## config.mk

```make
export PLATFORM = sky130hd
export DESIGN_NAME = run_sequencer_flat
export DESIGN_NICKNAME = d
export VERILOG_FILES = /design/src/rtl/run_sequencer_if.sv /design/src/rtl/run_sequencer.sv /design/src/flat_wrapper.sv
export SDC_FILE = /design/constraint.sdc
export NUM_CORES = 1
export LEC_CHECK = 0
export ABC_AREA = 1
export BUFFER_PORTS_ARGS = -buffer_cell sky130_fd_sc_hd__buf_4
export CORE_UTILIZATION = 35
export CTS_CLUSTER_DIAMETER = 60
export DETAILED_ROUTE_END_ITERATION = 8
export MAX_ROUTING_LAYER = met4
export SLEW_MARGIN = 40
export SYNTH_ARGS = -nofsm -noshare
export SYNTH_HDL_FRONTEND = slang
export SYNTH_SLANG_ARGS = --single-unit
export TNS_END_PERCENT = 1
```

## constraint.sdc

```tcl
create_clock -name clk -period 1.6 [get_ports clk]
set_clock_uncertainty 0.1 [all_clocks]
set_input_delay 0.08 -clock clk [delete_from_list [all_inputs] [get_ports clk]]
set_output_delay 0.08 -clock clk [all_outputs]
set_load 0.02 [all_outputs]
```

## src/rtl/run_sequencer_if.sv

```systemverilog
// Run-control bundle between the host/bench and the run sequencer.
// The host drives req and the core's current PC; the sequencer answers with
// core control (core_rst/core_en) and run status (busy/done/timeout/cycle_cnt).
interface run_sequencer_if #(
  parameter int D  = 12,
  parameter int CW = 16
);
  logic          req;
  logic [D-1:0]  prog_ctr;
  logic          core_rst;
  logic          core_en;
  logic          busy;
  logic          done;
  logic          timeout;
  logic [CW-1:0] cycle_cnt;

  // host / bench side
  modport master (
    output req, prog_ctr,
    input  core_rst, core_en, busy, done, timeout, cycle_cnt
  );

  // sequencer side
  modport slave (
    input  req, prog_ctr,
    output core_rst, core_en, busy, done, timeout, cycle_cnt
  );
endinterface

```

## src/rtl/run_sequencer.sv

```systemverilog
// Run controller: on a req rising edge clear the core, run it until prog_ctr hits HALT_PC
// or the cycle budget runs out, drain one cycle, then report done/timeout/cycle_cnt.
// Latency: rise at edge N -> CLEAR after N, RUN after N+CLR_CYCLES; halt at M -> done after M+1.
// Backpressure: done is held until req drops; req changes outside IDLE/DONE are ignored.
module run_sequencer #(
  parameter int D          = 12,
  parameter int HALT_PC    = 128,
  parameter int CW         = 16,
  parameter int MAX_CYCLES = 4096,
  parameter int CLR_CYCLES = 2
) (
  input logic           clk,
  input logic           reset,
  run_sequencer_if.slave seq
);

  localparam int CLRW = (CLR_CYCLES > 1) ? $clog2(CLR_CYCLES) : 1;
  localparam logic [CLRW-1:0] CLR_LAST = CLRW'(CLR_CYCLES - 1);
  localparam logic [CW-1:0]   BUDGET   = CW'(MAX_CYCLES);
  localparam logic [D-1:0]    HALT_ADR = D'(HALT_PC);

  typedef enum logic [2:0] {
    S_IDLE,
    S_CLEAR,
    S_RUN,
    S_DRAIN,
    S_DONE
  } state_t;

  state_t          state;
  state_t          state_nx;
  logic            req_q;
  logic            rise;
  logic            halt;
  logic            expire;
  logic [CW-1:0]   cnt_inc;
  logic [CW-1:0]   cycle_cnt;
  logic            timeout;
  logic [CLRW-1:0] clr_cnt;

  assign rise    = seq.req & ~req_q;
  assign halt    = (seq.prog_ctr == HALT_ADR);
  assign cnt_inc = cycle_cnt + CW'(1);
  assign expire  = (cnt_inc == BUDGET);

  // req history for edge detection; cleared by reset so a high req after release is a rise
  always_ff @(posedge clk or negedge reset) begin
    if (!reset) req_q <= 1'b0;
    else        req_q <= seq.req;
  end

  // state register
  always_ff @(posedge clk or negedge reset) begin
    if (!reset) state <= S_IDLE;
    else        state <= state_nx;
  end

  // next-state logic; halt takes priority over budget expiry
  always_comb begin
    state_nx = state;
    case (state)
      S_IDLE:  if (rise) state_nx = S_CLEAR;
      S_CLEAR: if (clr_cnt == CLR_LAST) state_nx = S_RUN;
      S_RUN:   if (halt || expire) state_nx = S_DRAIN;
      S_DRAIN: state_nx = S_DONE;
      S_DONE:  if (!seq.req) state_nx = S_IDLE;
      default: state_nx = S_IDLE;
    endcase
  end

  // clear-phase counter, RUN-cycle counter and timeout flag
  always_ff @(posedge clk or negedge reset) begin
    if (!reset) begin
      clr_cnt   <= '0;
      cycle_cnt <= '0;
      timeout   <= 1'b0;
    end else begin
      case (state)
        S_IDLE: begin
          if (rise) begin
            clr_cnt   <= '0;
            cycle_cnt <= '0;
            timeout   <= 1'b0;
          end
        end
        S_CLEAR: begin
          if (clr_cnt != CLR_LAST) clr_cnt <= clr_cnt + CLRW'(1);
        end
        S_RUN: begin
          // the exit edge is counted too, so cycle_cnt equals the core_en cycles of the run
          cycle_cnt <= cnt_inc;
          if (!halt && expire) timeout <= 1'b1;
        end
        default: ;
      endcase
    end
  end

  // outputs are pure decodes of registered state
  assign seq.core_rst  = (state == S_IDLE) || (state == S_CLEAR);
  assign seq.core_en   = (state == S_RUN);
  assign seq.busy      = (state == S_CLEAR) || (state == S_RUN) || (state == S_DRAIN);
  assign seq.done      = (state == S_DONE);
  assign seq.timeout   = timeout;
  assign seq.cycle_cnt = cycle_cnt;

endmodule

```

## src/flat_wrapper.sv

```systemverilog
// flat-port wrapper written by rule: the top's interface ports become plain ports
module run_sequencer_flat 
#(
  parameter int D          = 12,
  parameter int HALT_PC    = 128,
  parameter int CW         = 16,
  parameter int MAX_CYCLES = 4096,
  parameter int CLR_CYCLES = 2
)
  (clk, reset, seq_req, seq_prog_ctr, seq_core_rst, seq_core_en, seq_busy, seq_done, seq_timeout, seq_cycle_cnt);
  run_sequencer_if #(.D(D), .CW(CW)) seq_i ();
  input logic clk;
  input logic reset;
  input wire logic [$bits(seq_i.req)-1:0] seq_req;
  input wire logic [$bits(seq_i.prog_ctr)-1:0] seq_prog_ctr;
  output wire logic [$bits(seq_i.core_rst)-1:0] seq_core_rst;
  output wire logic [$bits(seq_i.core_en)-1:0] seq_core_en;
  output wire logic [$bits(seq_i.busy)-1:0] seq_busy;
  output wire logic [$bits(seq_i.done)-1:0] seq_done;
  output wire logic [$bits(seq_i.timeout)-1:0] seq_timeout;
  output wire logic [$bits(seq_i.cycle_cnt)-1:0] seq_cycle_cnt;
  assign seq_i.req = seq_req;
  assign seq_i.prog_ctr = seq_prog_ctr;
  assign seq_core_rst = seq_i.core_rst;
  assign seq_core_en = seq_i.core_en;
  assign seq_busy = seq_i.busy;
  assign seq_done = seq_i.done;
  assign seq_timeout = seq_i.timeout;
  assign seq_cycle_cnt = seq_i.cycle_cnt;
  run_sequencer #(.D(D), .HALT_PC(HALT_PC), .CW(CW), .MAX_CYCLES(MAX_CYCLES), .CLR_CYCLES(CLR_CYCLES)) u_core (.clk(clk), .reset(reset), .seq(seq_i));
endmodule
```

==> run metrics <==
DR vias 1617; Post-DP Area 1950 sq um; FMAX 0.575 GHz; Die H 64.9 um; slowest stage delay, CP 400 ps; DRT iter0 DRCs 73; met1 usage 26.1%; CTS max path bufs 2; first-pass GRT wire length 6690 um; Residual DRC 0; nets@finish 297; critical path startpoint category register; synthesis-stage register bit count 22; Num CTS Buffers 3; Layout area overhead 55.7%; peak fanout along the critical path 7; WL per Instance 12.5 um; Antenna Violating Nets Remaining 0; initial antenna violation count 0; Power Density 1670 nW/um^2; grt met2 use 34.8%; Syn Inst Count 204; final setup vio count 5; GR peak layer met2; syn nets 221; Via-to-Cell Ratio 4.94; M3 GR Usage 4.05%; WP buf/inv 1; leakage 1.08 nW; Root Buffer clkbuf_8; max-cap violations 0; WS Path Type register to register; Fill cells 360; CTS clk-pin slew, worst paths 80 ps; post-synthesis sequential area ratio 39.7%; CTS tree done; min cycle time layout 1740 ps; Cell Int Power 0.00201 W; length of the first detailed-routing pass in iterations 4; Final Util 58.1%; CP Capture Type register; CP most frequent cell nand2_1; WP data required 1710 ps; Worst EP arrival 1850 ps; floorplan die width 64.9 um; site row count 22; final hold viol count 0; core box area 3720 sq um; # clock sinks 22; # diodes 0; synth warn 0; Initial Util 37.3%; Critical Path, Cell by Cell buf_6, nand2_2, nor2_4, nand2_2, o21ai_1, nand2_1, nor2_2, nand2_1, o21ai_2, nand3_1, nand2_1; clk_lat worst skew 260 ps; total gr overflow 0; htree depth 1; Final Instance Area 2160 sq um; largest net degree at the start of global routing 23; max-slew violation count 0; I/O pin count 36; Post-Syn Area 1390 sq um; Die Area 4220 sq um; status finished with violations; total negative slack -416 ps; library cells used by synthesis 21; switching power share of the total 44.1%; GR Util All Layers 21.0%; unrepaired setup endpoints after global routing yes; CP max stage cell dfrtp_2; routability cong. 0.861; final worst setup slack -141 ps; failing checks setup timing; Switch Pwr 0.00159 W; CP delay by family, top simple AND/OR/NAND/NOR gates; share of layout cells above drive strength 1 36.9%; final worst-path cycle share 109%; Max VDD drop 0.889 mV; port buffer count 35; Avg Inst Size Synth 6.80 sq um; Worst Tran Pin Value 295 ps; Logic pwr share 62.4%; DP Wirelength 3020 um; final wirelength 4080 um; Slew HR 80.3%; Worst Hold Class input pin to asynchronous set/reset pin; Clock power frac 11.2%; vias in the first global route 1585; Flop pwr share 26.3%
-- metrics by stage --
step	cells	hold slack, ps	worst slack, ps	total power (W)
6_report	327	136	-141	0.00360
5_1_grt	327	167	-283	0.00387
3_5_place_dp	314	-110	-230	0.00299
4_1_cts	325	144	-110	0.00353
2_1_floorplan	204	-316	-90.9	0.00197
3_3_place_gp	314	-108	-181	0.00298
-- layer usage --
layer  up-vias  share of wire, %  routed length, um
met3         6               5.5                223
met4         0               1.4                 57
met2        45                50               2020
met1       756                44               1780
met5         -                 0                  0
li1        810                 -                  -
-- registers in the layout, summed over array words and instances (netlist names) --
signal / count
u_core.clr_cnt: 1
u_core.state: 3
u_core.seq.cycle_cnt: 16
u_core.req_q: 1
u_core.seq.timeout: 1
-- power by group through the flow --
stage,clock network (W),logic [W],registers (W)
2_1_floorplan,0,0.000827,0.00114
3_3_place_gp,0,0.00202,0.000958
3_5_place_dp,0,0.00204,0.000957
4_1_cts,0.000412,0.00219,0.000933
5_1_grt,0.000428,0.00247,0.000971
6_report,0.000405,0.00225,0.000947
-- layout by cell type (no fill, tap or decap), types with 4 or more instances in the layout --
master / instances
nand4_1: 7
inv_1: 27
nor2_1: 23
nor2_4: 5
nand2_1: 61
buf_4: 67
o22ai_1: 8
dfrtp_1: 20
o21ai_0: 6
nand3_1: 13
clkbuf_8: 4
nand2_2: 7
-- cell type report --
| cell class | count | area [sq um] | share of cell area (%) |
|---|---|---|---|
| multi-input combinational | 151 | 801 | 37.1 |
| inverter | 29 | 113 | 5.22 |
| sequential | 22 | 553 | 25.6 |
| timing repair buffer | 73 | 577 | 26.7 |
| tap | 48 | 60.1 | 2.78 |
| clock buffer | 4 | 55.1 | 2.55 |
-- cells by family after synthesis --
kind of cell | synth area share, %
AOI/OAI and AO/OA | 8.93
DFF | 39.7
buffers and inverters | 8.48
and+or+nand+nor | 41.1
adders and majority gates | 1.80
-- cells in the mapped netlist --
| cell | count | share of area [%] |
|---|---|---|
| nor2_2 | 2 | 0.90 |
| clkinv_1 | 1 | 0.27 |
| nand2_1 | 67 | 18 |
| buf_2 | 1 | 0.36 |
| a31oi_1 | 1 | 0.45 |
| o22ai_1 | 9 | 4.1 |
| a21oi_1 | 1 | 0.36 |
| dfrtp_1 | 22 | 40 |
| nand2_2 | 2 | 0.90 |
| o211ai_1 | 1 | 0.54 |
| o21ai_2 | 1 | 0.63 |
| o21ai_1 | 1 | 0.36 |
| ha_1 | 2 | 1.8 |
| o21ai_0 | 7 | 2.5 |
| nor4_1 | 4 | 1.8 |
| clkbuf_1 | 1 | 0.27 |
| nand3_1 | 17 | 6.1 |
| inv_1 | 28 | 7.6 |
| nand4_1 | 7 | 3.2 |
| nor2_1 | 25 | 6.8 |
| nor2_4 | 4 | 3.2 |
-- final timing paths --
path | startpoint | endpoint | slack [ps] | cells after the start
worst min register to register | u_core.clr_cnt$_DFFE_PN0P_ | u_core.clr_cnt$_DFFE_PN0P_ | 380 | 2
min in group clk | seq_prog_ctr[10] | u_core.seq.timeout$_DFFE_PN0P_ | 270 | 5
worst max register to register | u_core.seq.cycle_cnt[1]$_DFFE_PN0P_ | u_core.state[0]$_DFFE_PN0P_ | -140 | 11
worst max-delay path | u_core.seq.cycle_cnt[1]$_DFFE_PN0P_ | u_core.state[0]$_DFFE_PN0P_ | -140 | 11
worst min-delay path | reset | u_core.seq.cycle_cnt[6]$_DFFE_PN0P_ | 140 | 2
max in group asynchronous | reset | u_core.seq.cycle_cnt[1]$_DFFE_PN0P_ | 1010 | 2
-- repair_timing --
action	4_1_cts	5_1_grt
endpoints found under the setup margin	4	10
pin swaps	20	11
endpoints found under the hold margin	24	0
cloned	0	0
hold buffers	2	0
setup buffers	5	2
resized for setup	12	11
(Power assumes the default switching activity.)
